**src/rtl/wb_port_arbiter.sv**
```systemverilog
// -----------------------------------------------------------------------------
// wb_port_arbiter
//
// Owns the single register-file write port and shares it between the in-order
// pipeline writeback path (the WB stage mux output) and the multi-cycle
// multiply/divide unit. The pipeline always wins. Multiply/divide results wait
// in a small FIFO and drain into slots where the pipeline does not write. If a
// buffered result waits too long, stall_req asks the pipeline to freeze
// upstream of WB so that bubbles reach this block and the FIFO can drain.
//
// Ports:
//   clk           system clock, all state updates on the rising edge
//   rst_n         synchronous active-low reset
//   wb_RegWrite   pipeline WB instruction writes a register
//   wb_write_reg  pipeline WB destination register
//   wb_data       pipeline WB write data
//   md_valid      multiply/divide unit offers a result
//   md_reg        destination register of the offered result
//   md_data       offered result value
//   md_ready      FIFO can accept (transfer on md_valid & md_ready)
//   chk_reg       register queried by the hazard unit
//   chk_hit       chk_reg has a result still pending in the FIFO
//   rf_we         register-file write enable (registered)
//   rf_wa         register-file write address (registered)
//   rf_wd         register-file write data (registered)
//   stall_req     request to freeze the pipeline upstream of WB (registered)
//   fifo_count    current FIFO occupancy
// -----------------------------------------------------------------------------
module wb_port_arbiter #(
  parameter int DEPTH        = 2,
  parameter int STARVE_LIMIT = 4
) (
  input  logic                     clk,
  input  logic                     rst_n,
  input  logic                     wb_RegWrite,
  input  logic [4:0]               wb_write_reg,
  input  logic [31:0]              wb_data,
  input  logic                     md_valid,
  input  logic [4:0]               md_reg,
  input  logic [31:0]              md_data,
  output logic                     md_ready,
  input  logic [4:0]               chk_reg,
  output logic                     chk_hit,
  output logic                     rf_we,
  output logic [4:0]               rf_wa,
  output logic [31:0]              rf_wd,
  output logic                     stall_req,
  output logic [$clog2(DEPTH):0]   fifo_count
);

  localparam int AW = $clog2(DEPTH);
  localparam int CW = AW + 1;
  localparam int SW = $clog2(STARVE_LIMIT + 1);

  // FIFO storage: payload arrays plus a per-entry valid flag used by the
  // hazard lookup, so the lookup never has to decode the pointer window.
  logic [4:0]       fifo_reg  [DEPTH];
  logic [31:0]      fifo_data [DEPTH];
  logic [DEPTH-1:0] entry_valid;

  logic [AW-1:0]    rd_ptr;
  logic [AW-1:0]    wr_ptr;
  logic [CW-1:0]    count;
  logic [SW-1:0]    starve_cnt;

  logic             wb_win;
  logic             fifo_empty;
  logic             fifo_full;
  logic             md_accept;
  logic             push;
  logic             pop;

  // A pipeline write to $0 is not a real write, so it leaves the slot free
  // for the FIFO. Results for $0 are accepted from the unit but dropped here
  // instead of being enqueued. Readiness comes from the registered count
  // only, so a pop in the same cycle never lets a push into a full FIFO.
  assign wb_win     = wb_RegWrite & (wb_write_reg != 5'd0);
  assign fifo_empty = (count == '0);
  assign fifo_full  = (count == CW'(DEPTH));
  assign md_ready   = ~fifo_full;
  assign md_accept  = md_valid & md_ready;
  assign push       = md_accept & (md_reg != 5'd0);
  assign pop        = ~wb_win & ~fifo_empty;
  assign fifo_count = count;

  // Payload write. No reset needed: entry_valid and count decide whether
  // anything stored here is ever looked at.
  always_ff @(posedge clk) begin
    if (push) begin
      fifo_reg[wr_ptr]  <= md_reg;
      fifo_data[wr_ptr] <= md_data;
    end
  end

  // Pointer, occupancy and valid-flag bookkeeping. DEPTH is a power of two,
  // so the pointers wrap naturally. Push and pop never hit the same entry
  // in one cycle: that would need the FIFO to be both empty and non-empty.
  always_ff @(posedge clk) begin
    if (!rst_n) begin
      rd_ptr      <= '0;
      wr_ptr      <= '0;
      count       <= '0;
      entry_valid <= '0;
    end else begin
      if (push) begin
        wr_ptr              <= wr_ptr + AW'(1);
        entry_valid[wr_ptr] <= 1'b1;
      end
      if (pop) begin
        rd_ptr              <= rd_ptr + AW'(1);
        entry_valid[rd_ptr] <= 1'b0;
      end
      case ({push, pop})
        2'b10:   count <= count + CW'(1);
        2'b01:   count <= count - CW'(1);
        default: count <= count;
      endcase
    end
  end

  // Register-file write port. The pipeline has strict priority; otherwise
  // the oldest buffered result goes out. In an idle slot only the enable
  // drops and the address/data hold their previous values.
  always_ff @(posedge clk) begin
    if (!rst_n) begin
      rf_we <= 1'b0;
      rf_wa <= 5'd0;
      rf_wd <= 32'd0;
    end else if (wb_win) begin
      rf_we <= 1'b1;
      rf_wa <= wb_write_reg;
      rf_wd <= wb_data;
    end else if (pop) begin
      rf_we <= 1'b1;
      rf_wa <= fifo_reg[rd_ptr];
      rf_wd <= fifo_data[rd_ptr];
    end else begin
      rf_we <= 1'b0;
    end
  end

  // Starvation tracking. The counter measures how long a non-empty FIFO has
  // gone without draining and saturates at the limit. Once it sits at the
  // limit, stall_req rises on the following edge and stays up until a pop
  // actually happens; the pipeline then feeds bubbles, so that pop follows
  // right away.
  always_ff @(posedge clk) begin
    if (!rst_n) begin
      starve_cnt <= '0;
      stall_req  <= 1'b0;
    end else begin
      if (fifo_empty || pop) begin
        starve_cnt <= '0;
      end else if (starve_cnt != SW'(STARVE_LIMIT)) begin
        starve_cnt <= starve_cnt + SW'(1);
      end

      if (pop) begin
        stall_req <= 1'b0;
      end else if (starve_cnt == SW'(STARVE_LIMIT)) begin
        stall_req <= 1'b1;
      end
    end
  end

  // Hazard lookup over the pending entries. Register $0 never matches; it
  // cannot be in the FIFO anyway, and reads of $0 are always safe.
  always_comb begin
    chk_hit = 1'b0;
    for (int i = 0; i < DEPTH; i++) begin
      if (entry_valid[i] && (fifo_reg[i] == chk_reg) && (chk_reg != 5'd0)) begin
        chk_hit = 1'b1;
      end
    end
  end

endmodule

```
**config.mk**
```make
export PLATFORM = sky130hd
export DESIGN_NAME = wb_port_arbiter
export DESIGN_NICKNAME = d
export VERILOG_FILES = /design/src/rtl/wb_port_arbiter.sv
export SDC_FILE = /design/constraint.sdc
export NUM_CORES = 1
export LEC_CHECK = 0
export CORE_MARGIN = 2
export CORE_UTILIZATION = 45
export CTS_BUF_LIST = sky130_fd_sc_hd__clkbuf_2
export DETAILED_ROUTE_END_ITERATION = 6
export PLACE_DENSITY_LB_ADDON = 0.3
export RECOVER_POWER = 25
export SLEW_MARGIN = 10
export SYNTH_ARGS = -nofsm -noshare
export SYNTH_HDL_FRONTEND = slang
export SYNTH_SLANG_ARGS = --single-unit
```
**constraint.sdc**
```tcl
create_clock -name clk -period 2.7 [get_ports clk]
set_input_delay 0.405 -clock clk [delete_from_list [all_inputs] [get_ports clk]]
set_output_delay 0.405 -clock clk [all_outputs]
set_load 0.005 [all_outputs]
```
* Yosys cells after proc, flatten, opt, wreduce, memory -nomap -nowiden
Memory sizes are Yosys's and may differ from the RTL's. A register that Yosys moved wholly into a read port is not among the register bits. Cells that the tools add are included.
Storage, ports and cells: register bits 48, bits in writable memories 74, input port bits 83, output and inout bits 43, logic and storage cells 75, memories kept 2
Operators by class: $add $sub $neg 5, magnitude comparators 4, equal/unequal tests 7, mux-type cells 22, bitwise operators 11, reductions and logical operators 15
Memory list:
- fifo_data | words 2, width 32, rd ports 1, clocked after Yosys merged registers in 1, write ports 1, RTL line 58 | logic [31:0] fifo_data [DEPTH];
- fifo_reg | words 2, width 5, rd ports 3, clocked after Yosys merged registers in 1, write ports 1, RTL line 57 | logic [4:0] fifo_reg [DEPTH];
Operators with widths (number):
- 32-bit 2-to-1 mux | 2
- 5-bit nonzero test | 3
- 1-bit 2-to-1 mux | 12
- 5-bit equality test | 2
- 5-bit 2-to-1 mux | 2
- 1-bit logical AND | 6
- 2-bit 2-to-1 mux | 3
- 1-bit bitwise AND | 4
- 2-bit equality test, second input constant | 2
- 1-bit by 2-bit < comparator with 1-bit output, second input constant | 2
- 1-bit NOT | 4
- 2-bit one-hot mux with 2 select lines | 1
- 2-bit nonzero test | 2
- 2-bit OR reduction | 2
- 3-bit by 1-bit adder with 3-bit output, second input constant | 1
- 3-bit equality test, second input constant | 1
- 3-bit != test, second input constant | 1
- 1-bit adder, second input constant | 2
- 2-bit by 1-bit adder with 2-bit output, second input constant | 1
- 2-bit bitwise AND | 1
- 1-bit demux with 1-bit select | 2
- 2-bit by 1-bit equality test with 1-bit output, second input constant | 1
- 1-bit >= comparator, second input constant | 2
- 2-bit logical NOT | 1
- other kinds (4) | 4

* Longest topological paths before layout
depth in word-level cells 9, mapped depth 8, mapped depth without buffers 7

* Worst setup path before layout
OpenSTA, ideal clock, no wires.
path kind flip-flop to flip-flop, from reg count[0] (netlist: fifo_count[0]), to mem fifo_data[1][0], enable pin, library setup time 433 ps, arrival time 2366 ps, required time 2267 ps, setup slack -99 ps, cell stages (with the launch flop) 4, path buffers 0, period minus slack after synthesis 2799 ps, path through dfxtp_1 > nand2b_1 > o211ai_1 > nor2_1
On the way: longest elaborated chain between the ends 6
RTL lines:
- start: declaration | RTL line 63 | logic [CW-1:0] count;
- start signal: assignment | RTL line 114 | 2'b10: count <= count + CW'(1);
- start signal: assignment | RTL line 115 | 2'b01: count <= count - CW'(1);
- start signal: assignment | RTL line 116 | default: count <= count;
- 2-bit equality test | RTL line 79 | assign fifo_full = (count == CW'(DEPTH));
- 1-bit NOT | RTL line 80 | assign md_ready = ~fifo_full;
- via md_ready | RTL line 41 | output logic md_ready,
- 1-bit bitwise AND | RTL line 81 | assign md_accept = md_valid & md_ready;
- 1-bit bitwise AND | RTL line 82 | assign push = md_accept & (md_reg != 5'd0);
- 1-bit 2-to-1 mux | RTL line 89 | if (push) begin
- 1-bit 2-to-1 mux (not written as such) | RTL line 91 | fifo_data[wr_ptr] <= md_data;
- end: declaration | RTL line 58
The timed path passes the listed nets, and every way through them passes these cells.

==> summary.txt <==
STA
  • TNS Setup: 0 ns
  • RSZ-0062 raised after global routing: false
  • Worst-margin pin slew: between 1 and 1.5 ns
  • Setup violation total in the final timing report: 0
  • Setup slack after layout: 0.263 ns
  • Max-slew violations: 0
  • Tmin final: 2.44 ns
  • Final hold vios: 0
  • Slew margin rel.: 0.213
  • Clock Skew: 0.0163 ns
  • Fmax: slightly above 400 MHz
  • Worst hold slack: 0.301 ns
  • Part of the cycle the worst path needs: 0.902

Route
  • Total routed wirelength: 11.1 mm
  • DRC viols: 0
  • Drt initial violations: between 150 and 200
  • Routed WL per cell: 16.4 um
  • Via count: 3,503
  • DR pass1 iterations: 5
  • Vias per cell: just over 5
  • Detail Route Antenna Nets: 0

Placed design
  • Dpl ws: around 0.032 ns
  • Placed wire-length estimate: between 7 and 8 mm
  • Port bufs: approximately 130
  • DP Area: 6270 um2
  • Placed cell count: 641
  • RePlAce Congestion: 0.805

Floorplanning
  • Die Wd: 108 um
  • Ports: between 100 and 150
  • Initial core utilization: 0.466
  • Core Box Area: about 10,000 um2
  • Num rows: 37
  • Die ar.: 11,600 um2
  • Chip height: 108 um

Logic synthesis
  • Most used DFF post-synth: edfxtp_1
  • Yosys Warn Count: 0
  • Sequential fraction of the synthesis area: 0.660
  • Cells after Synth: 397
  • Syn avg cell area: roughly 12 um2
  • FF+latch count, synth: 123
  • Yosys cell types: 31
  • Synthesized area: 4850 um2
  • Net count of the mapped netlist: about 480
  • Post-synth EDFFs: 74
  • Post-synth ARST share: 0

Clock network
  • Clock buffer depth: 2
  • Total CTS buffers: 17
  • CTS Sinks: ~120
  • H-tree levels: 4
  • Worst-Skew Late Latency: around 0.62 ns
  • CTS clock-pin slew for the worst setup and hold paths: 0.18 ns
  • CTS tree: yes
  • CTS Root Cell: clkbuf_2

Setup path
  • Worst Setup End Kind: primary output
  • WP data required: roughly 2.3 ns
  • Max Fanout on Critical Path: 2
  • Worst setup path class: flop to primary output
  • Startpoint Class: flop
  • Critical Path AT: 2.03 ns

Power
  • Pwr dens: 828 nW/um2
  • Pwr Total: approximately 5.4 mW
  • Peak VDD IR: 0.414 mV
  • Leakage power: approximately 2.3 nW

Run
  • Max-Cap Viols: 0

Global route
  • First-pass GRT wire length: roughly 18 mm
  • Vias in the first global route: 3,618
  • Largest net degree at the start of global routing: 63
  • Initial antenna violation count: 1
  • Grt total ovfl: 0
  • Total Routing Usage GR: 0.201

Layout
  • Post-layout nets: 615
  • Fraction of layout cells with a size suffix above 1: 0.0959
  • Footprint of the multi-input gates: 1550 um2
  • Storage cell area: between 3000 and 4000 um2
  • Final Core Density: 0.630
  • Max reg flops: 64
  • Fill count: 817
  • Layout area overhead: 35.2%
  • Cell area after layout: 6560 um2
  • Final Non-Filler Cells: 679

Run status
  • Status: complete, no violations

Min path
  • Worst min path class: input pin to flop
[report_power, final]
group | switching (mW) | internal [mW] | leakage [nW]
combinational | 0.859 | 0.818 | 1.02
sequential | 0.201 | 2.37 | 1.10
clock | 0.664 | 0.512 | 0.141
total | 1.72 | 3.70 | 2.26
[cells in the final DEF (no fill, tap or decap), types with 3 or more instances in the layout]
cell	instances
clkdlybuf4s50_1	92
nand2_1	77
edfxtp_1	74
dfxtp_1	48
a21oi_1	44
o211ai_1	38
mux2i_1	37
dlygate4sd3_1	32
clkbuf_2	19
buf_4	11
xor2_1	9
nor2_1	8
xnor2_1	5
nand3_1	4
clkinvlp_4	4
inv_1	3
ha_1	3
clkinv_2	3
bufinv_16	3
[cell type report]
class,instances,share of cell area
Antenna cell,1,0.000382
Clock inverter,13,0.0231
Tap cell,136,0.0259
Timing Repair Buffer,138,0.209
Multi-Input combinational cell,245,0.236
Clock buffer,19,0.0145
Sequential cell,123,0.489
Inverter,4,0.00229
[per-layer routing]
metal	vias to the layer above	part of all wire	wire (um)	global-route usage
met2	138	0.48	5340	0.326
met5	-	0	0	0
met3	10	0.071	785	0.0751
li1	1711	-	-	-
met4	0	0.012	135	0.0595
met1	1644	0.44	4860	0.251
[critical path: stages (launching register included)]
cell	delay, ns
edfxtp_1	0.45
xor2_1	0.18
nor4_1	0.28
nand3_1	0.11
a21oi_1	0.15
clkdlybuf4s15_1	0.25
[logic make-up (layout without fill, tap and decap cells)]
kind of cell             count (synthesis)  count (layout)  share of synthesized area
adder cells (fa/ha/maj)                  3               3                    0.00774
other                                    0               1                          0
AO/OA/AOI/OAI                           89              89                      0.116
AND/OR/NAND/NOR                        102             102                     0.0877
multiplexers                            37              37                     0.0763
buffers and inverters                   29             174                     0.0273
flip-flops                             123             123                      0.660
XOR/XNOR                                14              14                     0.0253
[synth_stat cells, types with 3 or more instances]
| library cell | instances | share of area |
|---|---|---|
| nand3_1 | 4 | 0.0041 |
| inv_1 | 3 | 0.0023 |
| buf_2 | 7 | 0.0072 |
| buf_1 | 3 | 0.0023 |
| mux2i_1 | 37 | 0.076 |
| ha_1 | 3 | 0.0077 |
| clkbuf_1 | 12 | 0.0093 |
| nand2_1 | 77 | 0.060 |
| xor2_1 | 9 | 0.016 |
| nor2_1 | 10 | 0.0077 |
| edfxtp_1 | 74 | 0.46 |
| a21oi_1 | 44 | 0.045 |
| dfxtp_1 | 49 | 0.20 |
| o211ai_1 | 38 | 0.059 |
| xnor2_1 | 5 | 0.0090 |
[timing repair]
item,CTS,global route
buffers inserted,3,2
resized for setup,1,2
cloned,0,0
endpoints found under the setup margin,1,1
pin swaps,0,1
hold buffers,0,0
[path summary, 6_finish.rpt]
| kind | endpoint | cells after the start | startpoint | slack (ns) |
|---|---|---|---|---|
| worst max-delay path | chk_hit | 5 | fifo_reg[1][2] | 0.26 |
| worst min-delay path | rf_wd[17] | 3 | wb_data[17] | 0.30 |
| worst max register to register | fifo_data[0][14] | 4 | fifo_count[0] | 0.42 |
| worst min register to register | entry_valid[1] | 1 | entry_valid[1] | 0.52 |
Power figures use the tool's default switching activity.
